[config.mk]
export PLATFORM = sky130hd
export DESIGN_NAME = alu_mul_seq
export DESIGN_NICKNAME = d
export VERILOG_FILES = /design/src/rtl/alu_mul_seq.sv
export SDC_FILE = /design/constraint.sdc
export NUM_CORES = 1
export LEC_CHECK = 0
export CAP_MARGIN = 20
export CORE_ASPECT_RATIO = 1.75
export CORE_UTILIZATION = 50
export CTS_CLUSTER_SIZE = 10
export DETAILED_ROUTE_END_ITERATION = 6
export GPL_TIMING_DRIVEN = 0
export PLACE_DENSITY = 0.72
export SYNTH_ARGS = -nofsm -noshare
export SYNTH_HDL_FRONTEND = slang
export SYNTH_SLANG_ARGS = --single-unit
[constraint.sdc]
create_clock -name i_clk -period 4.13 [get_ports i_clk]
set_input_delay 1.239 -clock i_clk [delete_from_list [all_inputs] [get_ports i_clk]]
set_output_delay 1.239 -clock i_clk [all_outputs]
set_load 0.05 [all_outputs]
[src/rtl/alu_mul_seq.sv]
// Iterative radix-2 shift-and-add multiplier for MUL/MULH/MULHSU/MULHU.
// Define MUL_EARLY_EXIT_EN to finish CALC early once the remaining multiplier bits are zero.
module alu_mul_seq #(
    parameter int XLEN  = 32,
    parameter int CNT_W = 6
) (
    input  logic            i_clk,
    input  logic            i_rst,
    input  logic            i_start,
    input  logic            i_flush,
    input  logic [1:0]      i_op,
    input  logic [XLEN-1:0] i_rs1,
    input  logic [XLEN-1:0] i_rs2,
    output logic            o_busy,
    output logic            o_valid,
    output logic [XLEN-1:0] o_result
);
    localparam logic [1:0] S_IDLE  = 2'd0;
    localparam logic [1:0] S_CALC  = 2'd1;
    localparam logic [1:0] S_FINAL = 2'd2;
    localparam logic [1:0] S_DONE  = 2'd3;
    localparam logic [1:0] OP_MUL  = 2'b00;

    logic [1:0]        state_q, state_d;
    logic [CNT_W-1:0]  cnt_q, cnt_d;
    logic [XLEN-1:0]   mcand_q, mcand_d;
    logic [2*XLEN-1:0] prod_q, prod_d;
    logic [1:0]        op_q, op_d;
    logic              neg_q, neg_d;
    logic [XLEN-1:0]   result_q, result_d;

    logic              rs1_neg, rs2_neg;
    logic [XLEN-1:0]   mag1, mag2;
    logic [XLEN:0]     sum;
    logic [2*XLEN:0]   step_w;
    logic [2*XLEN-1:0] prod_step, prod_fix;

    // Upper half accumulates; lower half starts as the multiplier and is consumed from bit 0.
    assign rs1_neg   = (i_op == 2'b01 || i_op == 2'b10) && i_rs1[XLEN-1];
    assign rs2_neg   = (i_op == 2'b01) && i_rs2[XLEN-1];
    assign mag1      = rs1_neg ? -i_rs1 : i_rs1;
    assign mag2      = rs2_neg ? -i_rs2 : i_rs2;
    assign sum       = {1'b0, prod_q[2*XLEN-1:XLEN]} + {1'b0, mcand_q};
    assign step_w    = {prod_q[0] ? sum : {1'b0, prod_q[2*XLEN-1:XLEN]}, prod_q[XLEN-1:0]};
    assign prod_step = step_w[2*XLEN:1];
    assign prod_fix  = neg_q ? -prod_q : prod_q;

`ifdef MUL_EARLY_EXIT_EN
    logic [XLEN-1:0]  rem_mask;
    logic [CNT_W-1:0] shamt;
    logic             rem_zero;
    assign rem_mask = {XLEN{1'b1}} >> cnt_q;
    assign rem_zero = (prod_q[XLEN-1:0] & rem_mask) == '0;
    assign shamt    = CNT_W'(XLEN) - cnt_q;
`endif

    always_comb begin
        state_d  = state_q;
        cnt_d    = cnt_q;
        mcand_d  = mcand_q;
        prod_d   = prod_q;
        op_d     = op_q;
        neg_d    = neg_q;
        result_d = result_q;
        case (state_q)
            S_IDLE: begin
                if (i_start) begin
                    mcand_d = mag1;
                    prod_d  = {{XLEN{1'b0}}, mag2};
                    op_d    = i_op;
                    neg_d   = rs1_neg ^ rs2_neg;
                    cnt_d   = '0;
                    state_d = S_CALC;
                end
            end
            S_CALC: begin
                prod_d = prod_step;
                cnt_d  = cnt_q + CNT_W'(1);
                if (cnt_q == CNT_W'(XLEN-1)) state_d = S_FINAL;
`ifdef MUL_EARLY_EXIT_EN
                // Nothing left to add: align the partial product and finish now.
                if (rem_zero) begin
                    prod_d  = prod_q >> shamt;
                    state_d = S_FINAL;
                end
`endif
            end
            S_FINAL: begin
                result_d = (op_q == OP_MUL) ? prod_fix[XLEN-1:0] : prod_fix[2*XLEN-1:XLEN];
                state_d  = S_DONE;
            end
            default: state_d = S_IDLE;
        endcase
        if (i_flush) begin
            state_d  = S_IDLE;
            result_d = result_q;
        end
    end

    always_ff @(posedge i_clk) begin
        if (i_rst) begin
            state_q  <= S_IDLE;
            cnt_q    <= '0;
            mcand_q  <= '0;
            prod_q   <= '0;
            op_q     <= '0;
            neg_q    <= 1'b0;
            result_q <= '0;
        end else begin
            state_q  <= state_d;
            cnt_q    <= cnt_d;
            mcand_q  <= mcand_d;
            prod_q   <= prod_d;
            op_q     <= op_d;
            neg_q    <= neg_d;
            result_q <= result_d;
        end
    end

    assign o_busy   = state_q != S_IDLE;
    assign o_valid  = state_q == S_DONE;
    assign o_result = result_q;
endmodule

==> flow_summary.json, run 1 <==
{
  "die_w_um": 108,
  "netlist_area_um2": 9790,
  "hold_path.class": "reg2reg",
  "rr_startpoint": "prod_q[2]$_SDFFE_PP0P_",
  "grt_pass1_vias": 10300,
  "finalClockSkew_ns": 0.00927,
  "cp.required_ns": 4.49,
  "synth_edf_count": 0,
  "grt_antenna_before_repair": 0,
  "hold_viol_final": 0,
  "synth_ff_type": "dfxtp_1",
  "finalCriticalPeriod_ns": 4.06,
  "rows": 67,
  "worstSetupEndpointType": "flip-flop",
  "clock.fmax_ghz": 0.246,
  "drv_slew": 0,
  "pin_count": 104,
  "leakagePower_uw": 0.00429,
  "crit_fanout": 8,
  "synth_seq_area_share": 0.284,
  "wl_per_cell_um": 22.0,
  "setup_viol": 0,
  "design.core.area_um2": 19200,
  "outcome": "complete, no violations",
  "insertion_delay_ns": 0.44,
  "grt_pass1_wl_um": 54900,
  "ys_ff_latch": 139,
  "grt_max_degree": 17,
  "drtPass1Iterations": 7,
  "slew_headroom": 0.317,
  "critPathKind": "reg2reg",
  "tightest_slew_ns": 1.02,
  "cts_buffers": 17,
  "wl_um": 35400,
  "place_ws_ns": -0.264,
  "ys_async_sr_fraction": 0,
  "cts_hold_buffers": 0,
  "grt_setup_unrepaired": "no",
  "ir_worst_vdd_mv": 0.305,
  "syn_nets": 1344,
  "critPathLaunchType": "flip-flop",
  "hold_slack_ns": 0.454,
  "numPortBuffers": 102,
  "num_vias": 10200,
  "cts.sinks": 139,
  "drive_gt1_frac": 0.0498,
  "cts_tree": "done",
  "cts-resized-gates": 0,
  "h-tree-depth": 4,
  "setup_ws_ns": 0.0700,
  "start_util": 0.510,
  "antenna_left": 0,
  "hpwl_um": 27800,
  "diodes": 0,
  "cts-root-buf": "clkbuf_16",
  "area_delta_synth_final_pct": 19.0,
  "drc": 0,
  "via_per_inst": 6.36,
  "drt_iter0_drc": 848,
  "clockBufferDepth": 2,
  "synth_cell_types": 77,
  "p_per_area_nw_per_um2": 326,
  "nets": 1465,
  "min-delay-start": "o_result[0]$_SDFFE_PP0P_",
  "cp.arrival_ns": 4.42,
  "die_area_um2": 20200,
  "syn_inst": 1232,
  "clk_pin_slew_ns": 0.06,
  "die_y_um": 187,
  "grt_usage": 0.362,
  "gp_congestion": 0.959,
  "post_synth.cell_area_avg_um2": 7.94,
  "synth_warnings": 0,
  "postCtsSetupBuffers": 0,
  "max_cap_violations": 0,
  "fin_crit_sh": 0.983,
  "startpoint": "prod_q[2]$_SDFFE_PP0P_",
  "overflow": 0
}
[through the flow]
stage | total power, uW | TNS (ns) | instance area [um2] | utilization | std cells
2_1_floorplan | 2060 | 0 | 9790 | - | 1232
3_3_place_gp | 2380 | -0.392 | 11100 | 0.579 | 1575
3_5_place_dp | 2390 | -0.403 | 11100 | 0.579 | 1575
4_1_cts | 3780 | 0 | 11600 | 0.607 | 1607
5_1_grt | 3940 | 0 | 11600 | 0.607 | 1607
6_report | 3800 | 0 | 11600 | 0.607 | 1607
[cells by family (layout without fill, tap and decap cells)]
group	after synthesis	count (layout)	share of synthesized area
and+or+nand+nor	410	410	0.207
AOI/OAI and AO/OA	393	393	0.280
DFF	139	139	0.284
xor gates and xnor gates	123	123	0.110
buffers and inverters	108	242	0.0436
adders and majority gates	42	42	0.0545
muxes	17	17	0.0206
[state kept, by name, indices dropped and copies added, names as in the netlist]
signal and cells:
cnt_q 6, mcand_q 32, neg_q 1, o_result 32, op_q 2, prod_q 64, state_q 2
[final timing paths]
path / end / slack (ns) / cells after the start
setup / recovery: o_result[31]$_SDFFE_PP0P_ / 0.07 / 10
hold / removal: o_result[0]$_SDFFE_PP0P_ / 0.45 / 1
hold reg to reg: o_result[0]$_SDFFE_PP0P_ / 0.45 / 1
setup reg to reg: o_result[31]$_SDFFE_PP0P_ / 0.07 / 10
[worst max-delay path, stage by stage (launching register included)]
cell and delay (ns):
dfxtp_1 0.29, buf_2 0.15, or4_1 0.62, nor4_1 0.59, and2_1 0.20, buf_2 0.23, nand2_1 0.23, o311a_1 0.38
o31ai_1 0.82, o211ai_1 0.25, a21oi_1 0.20
[layer usage]
layer  share of wire  GRT usage  vias to the layer above
li1                -          -                     4889
met1            0.34      0.349                     4737
met2            0.50      0.624                      429
met3           0.057     0.0690                      172
met4            0.10      0.352                        0
met5               0          0                        -
[final cells by class]
class,instances,area [um2]
buffer,88,352
clock buffer,25,495
clock inverter,7,40.0
fill,1815,7550
inverter,20,75.1
multi-input combinational,985,6580
sequential,139,2780
tap,241,302
timing repair buffer,102,1020
[cells in the final DEF (no fill, tap or decap), types with 8 or more instances in the layout]
master           count
ha_1                41
mux2i_1             10
o211ai_1            11
or3_1               22
nand2_1             93
o21ai_0             76
a211oi_1            32
clkbuf_1            76
o31ai_1             26
nor3_1              30
nand2b_1             9
dfxtp_1            139
a222oi_1            38
xnor2_1             59
xor2_1              64
o221ai_1             9
nor2_1             154
clkbuf_16           17
clkdlybuf4s50_1    102
nand3_1             18
nor2b_1              9
a21o_1              14
a21oi_1             77
buf_2                8
o41ai_1              9
a311oi_1            10
or4_1               16
o22ai_1             19
inv_1               20
nor4_1              11
a22oi_1             23
[synth_stat cells (all sizes together), types with 3 or more instances]
cell | number | share of area
o22ai | 19 | 0.012
nand3b | 4 | 0.0043
buf | 16 | 0.0083
nor2b | 9 | 0.0058
a21o | 14 | 0.011
xnor2 | 59 | 0.053
nor2 | 154 | 0.059
nor3 | 31 | 0.016
a21oi | 77 | 0.039
mux2 | 5 | 0.0058
o21a | 4 | 0.0031
mux2i | 10 | 0.010
inv | 20 | 0.0077
or4 | 21 | 0.018
or2 | 6 | 0.0038
nand2 | 94 | 0.036
clkbuf | 72 | 0.028
nand4 | 5 | 0.0032
ha | 41 | 0.052
o221ai | 9 | 0.0081
o211ai | 11 | 0.0084
or3 | 25 | 0.018
a311oi | 10 | 0.0089
a31oi | 7 | 0.0045
o41ai | 10 | 0.0097
nand3 | 19 | 0.011
a22o | 3 | 0.0027
and2 | 6 | 0.0038
a211oi | 32 | 0.025
xor2 | 64 | 0.057
nor4 | 12 | 0.0092
o21bai | 5 | 0.0038
a222oi | 38 | 0.039
a22oi | 23 | 0.018
o21ai | 77 | 0.039
and3 | 5 | 0.0032
a221oi | 5 | 0.0045
dfxtp | 139 | 0.28
nand2b | 9 | 0.0058
o31ai | 29 | 0.025
nor3b | 6 | 0.0046
[power by group]
group / switching, uW / internal [uW]
Combinational: 573 / 346
Clock: 589 / 824
Sequential: 64.4 / 1410
Total: 1230 / 2580
Power figures use the tool's default switching activity.
==> inputs of run 2 (changes only) <==
--- a/config.mk
+++ b/config.mk
@@ -12,6 +12,7 @@
 export DETAILED_ROUTE_END_ITERATION = 6
 export GPL_TIMING_DRIVEN = 0
 export PLACE_DENSITY = 0.72
+export SETUP_SLACK_MARGIN = 0.5
 export SYNTH_ARGS = -nofsm -noshare
 export SYNTH_HDL_FRONTEND = slang
 export SYNTH_SLANG_ARGS = --single-unit
==> run 2 against run 1 <==
Net effect: the run now ends with DRC left; routed wire length is 0.40% higher; first-iteration DRC count is 0.47% higher; power is 0.10% higher; final area is 0.60% higher; via count is 0.78% higher; clock skew is 0.0011 ns lower; core utilization is 0.37 points higher; sequential cell count stayed put; setup slack better by 0.38 ns; cell count is 0.31% higher; critical endpoint unchanged; clock-buffer cell count stayed put; largest cell class unchanged.
==> flow_summary.json, run 2 (synthesis results as in run 1) <==
{
  "clock.fmax_ghz": 0.272,
  "insertion_delay_ns": 0.44,
  "violations": "DRC",
  "cts_tree": "done",
  "rows": 67,
  "overflow": 0,
  "worstSetupEndpointType": "flip-flop",
  "r2r_end": "o_result[31]$_SDFFE_PP0P_",
  "place_ws_ns": -0.264,
  "slowest_delay_ns": 0.62,
  "pin_count": 104,
  "grt_max_degree": 17,
  "cp.required_ns": 4.49,
  "register_area_um2": 2780,
  "cpMostUsedCell": "buf_2",
  "critPathKind": "reg2reg",
  "drv_slew": 0,
  "design.core.area_um2": 19200,
  "cts-root-buf": "clkbuf_16",
  "antenna_left": 0,
  "tightest_slew_ns": 0.865,
  "layout_commonest_cell": "nor2_1",
  "fin_crit_sh": 0.891,
  "reg2reg_slack_ns": 0.45,
  "setup_viol": 0,
  "die_y_um": 187,
  "min-delay-start": "o_result[0]$_SDFFE_PP0P_",
  "cts_buffers": 17,
  "wl_per_cell_um": 22.0,
  "crit_chain": "buf_2 -> or4_1 -> nor4_1 -> and2_1 -> buf_2 -> nand2_1 -> o311a_1 -> o31ai_2 -> o211ai_1 -> a21oi_1",
  "whs_path_depth": 1,
  "h-tree-depth": 4,
  "reg2reg_depth": 10,
  "hold_path.class": "reg2reg",
  "grt_pass1_vias": 10300,
  "tns_ns": 0,
  "grt_antenna_before_repair": 0,
  "die_area_um2": 20200,
  "drc": 2,
  "numPortBuffers": 102,
  "cts.sinks": 139,
  "critPathLaunchType": "flip-flop",
  "wl_um": 35500,
  "diodes": 0,
  "outcome": "finished, violations left",
  "fill_cells": 1806,
  "die_w_um": 108,
  "ir_worst_vdd_mv": 0.305,
  "finalCriticalPeriod_ns": 3.68,
  "top_register": "prod_q",
  "nets": 1470,
  "drtPass1Iterations": 7,
  "final_cell_mix": "nor2_1, dfxtp_1, clkdlybuf4s50_1",
  "multi_input_area_um2": 6640,
  "setup_ws_ns": 0.451,
  "start_util": 0.510,
  "critical-path-slowest-cell": "or4_1",
  "largest_reg_flops": 64,
  "rr_startpoint": "prod_q[2]$_SDFFE_PP0P_",
  "drt_iter0_drc": 852,
  "p_per_area_nw_per_um2": 325,
  "max_cap_violations": 0,
  "cp.arrival_ns": 4.04,
  "grt_usage": 0.363,
  "clk_pin_slew_ns": 0.06,
  "leakagePower_uw": 0.00434,
  "via_per_inst": 6.39,
  "crit_fanout": 8,
  "hpwl_um": 27800,
  "hold_viol_final": 0,
  "finalClockSkew_ns": 0.00822,
  "num_vias": 10300,
  "min_to": "o_result[0]$_SDFFE_PP0P_",
  "grt_setup_unrepaired": "yes",
  "cts_hold_buffers": 0,
  "clockBufferDepth": 2,
  "slew_headroom": 0.421,
  "drive_gt1_frac": 0.0693,
  "area_delta_synth_final_pct": 19.7,
  "gp_congestion": 0.959,
  "grt_pass1_wl_um": 55100
}
==> run 2: where the power goes <==
| part | switching [uW] | total [uW] | internal (uW) |
|---|---|---|---|
| combinational | 574 | 921 | 347 |
| clock | 590 | 1410 | 824 |
| sequential | 65.3 | 1470 | 1410 |
| total | 1230 | 3810 | 2580 |
==> run 2: final cells by class <==
| class | count | share of cell area |
|---|---|---|
| tap | 241 | 0.0257 |
| clock buffer | 25 | 0.0423 |
| clock inverter | 7 | 0.00342 |
| timing repair buffer | 107 | 0.0880 |
| multi-input combinational | 985 | 0.566 |
| sequential | 139 | 0.238 |
| inverter | 20 | 0.00641 |
| buffer | 88 | 0.0303 |
==> run 2: layer usage <==
layer | global-route usage | wire length (um)
met5 | 0 | 0
met2 | 0.629 | 17900
met3 | 0.0690 | 1900
met1 | 0.349 | 12400
met4 | 0.347 | 3390
==> run 2: how the worst max path moves through the flow <==
| stage | startpoint | endpoint | slack, ns | cells past startpoint |
|---|---|---|---|---|
| floorplan | i_rs1[14] | mcand_q[30]$_SDFFE_PP0P_ | 0.52 | 8 |
| global placement | i_rs1[18] | mcand_q[30]$_SDFFE_PP0P_ | -0.25 | 9 |
| detailed placement | i_rs1[20] | mcand_q[30]$_SDFFE_PP0P_ | -0.26 | 9 |
| CTS | i_rs1[11] | mcand_q[30]$_SDFFE_PP0P_ | 0.44 | 9 |
| global route | i_rs2[11] | prod_q[25]$_SDFFE_PP0P_ | 0.46 | 9 |
| finish | prod_q[2]$_SDFFE_PP0P_ | o_result[31]$_SDFFE_PP0P_ | 0.45 | 10 |
==> run 2: through the flow <==
stage / instances / area, um2 / util / hold WS, ns / power (uW)
finish: 1612 / 11700 / 0.610 / 0.454 / 3810
global route: 1612 / 11700 / 0.610 / 0.483 / 3940
CTS: 1610 / 11700 / 0.607 / 0.459 / 3780
detailed placement: 1575 / 11100 / 0.579 / 0.445 / 2390
global placement: 1575 / 11100 / 0.579 / 0.438 / 2380
floorplan: 1232 / 9790 / - / 0.441 / 2060
==> run 2: critical path: cells and delay by family (launching register included) <==
kind                   cells  cell delay (ns)
DFF                        1             0.29
and+or+nand+nor            4             1.61
buffers and inverters      2             0.38
AOI/OAI and AO/OA          4             1.30
==> run 2: timing repair <==
item / in CTS / in global routing
buffers inserted: 3 / 2
endpoints found under the setup margin: 8 / 25
gates resized for setup: 34 / 16
pin swaps: 10 / 11
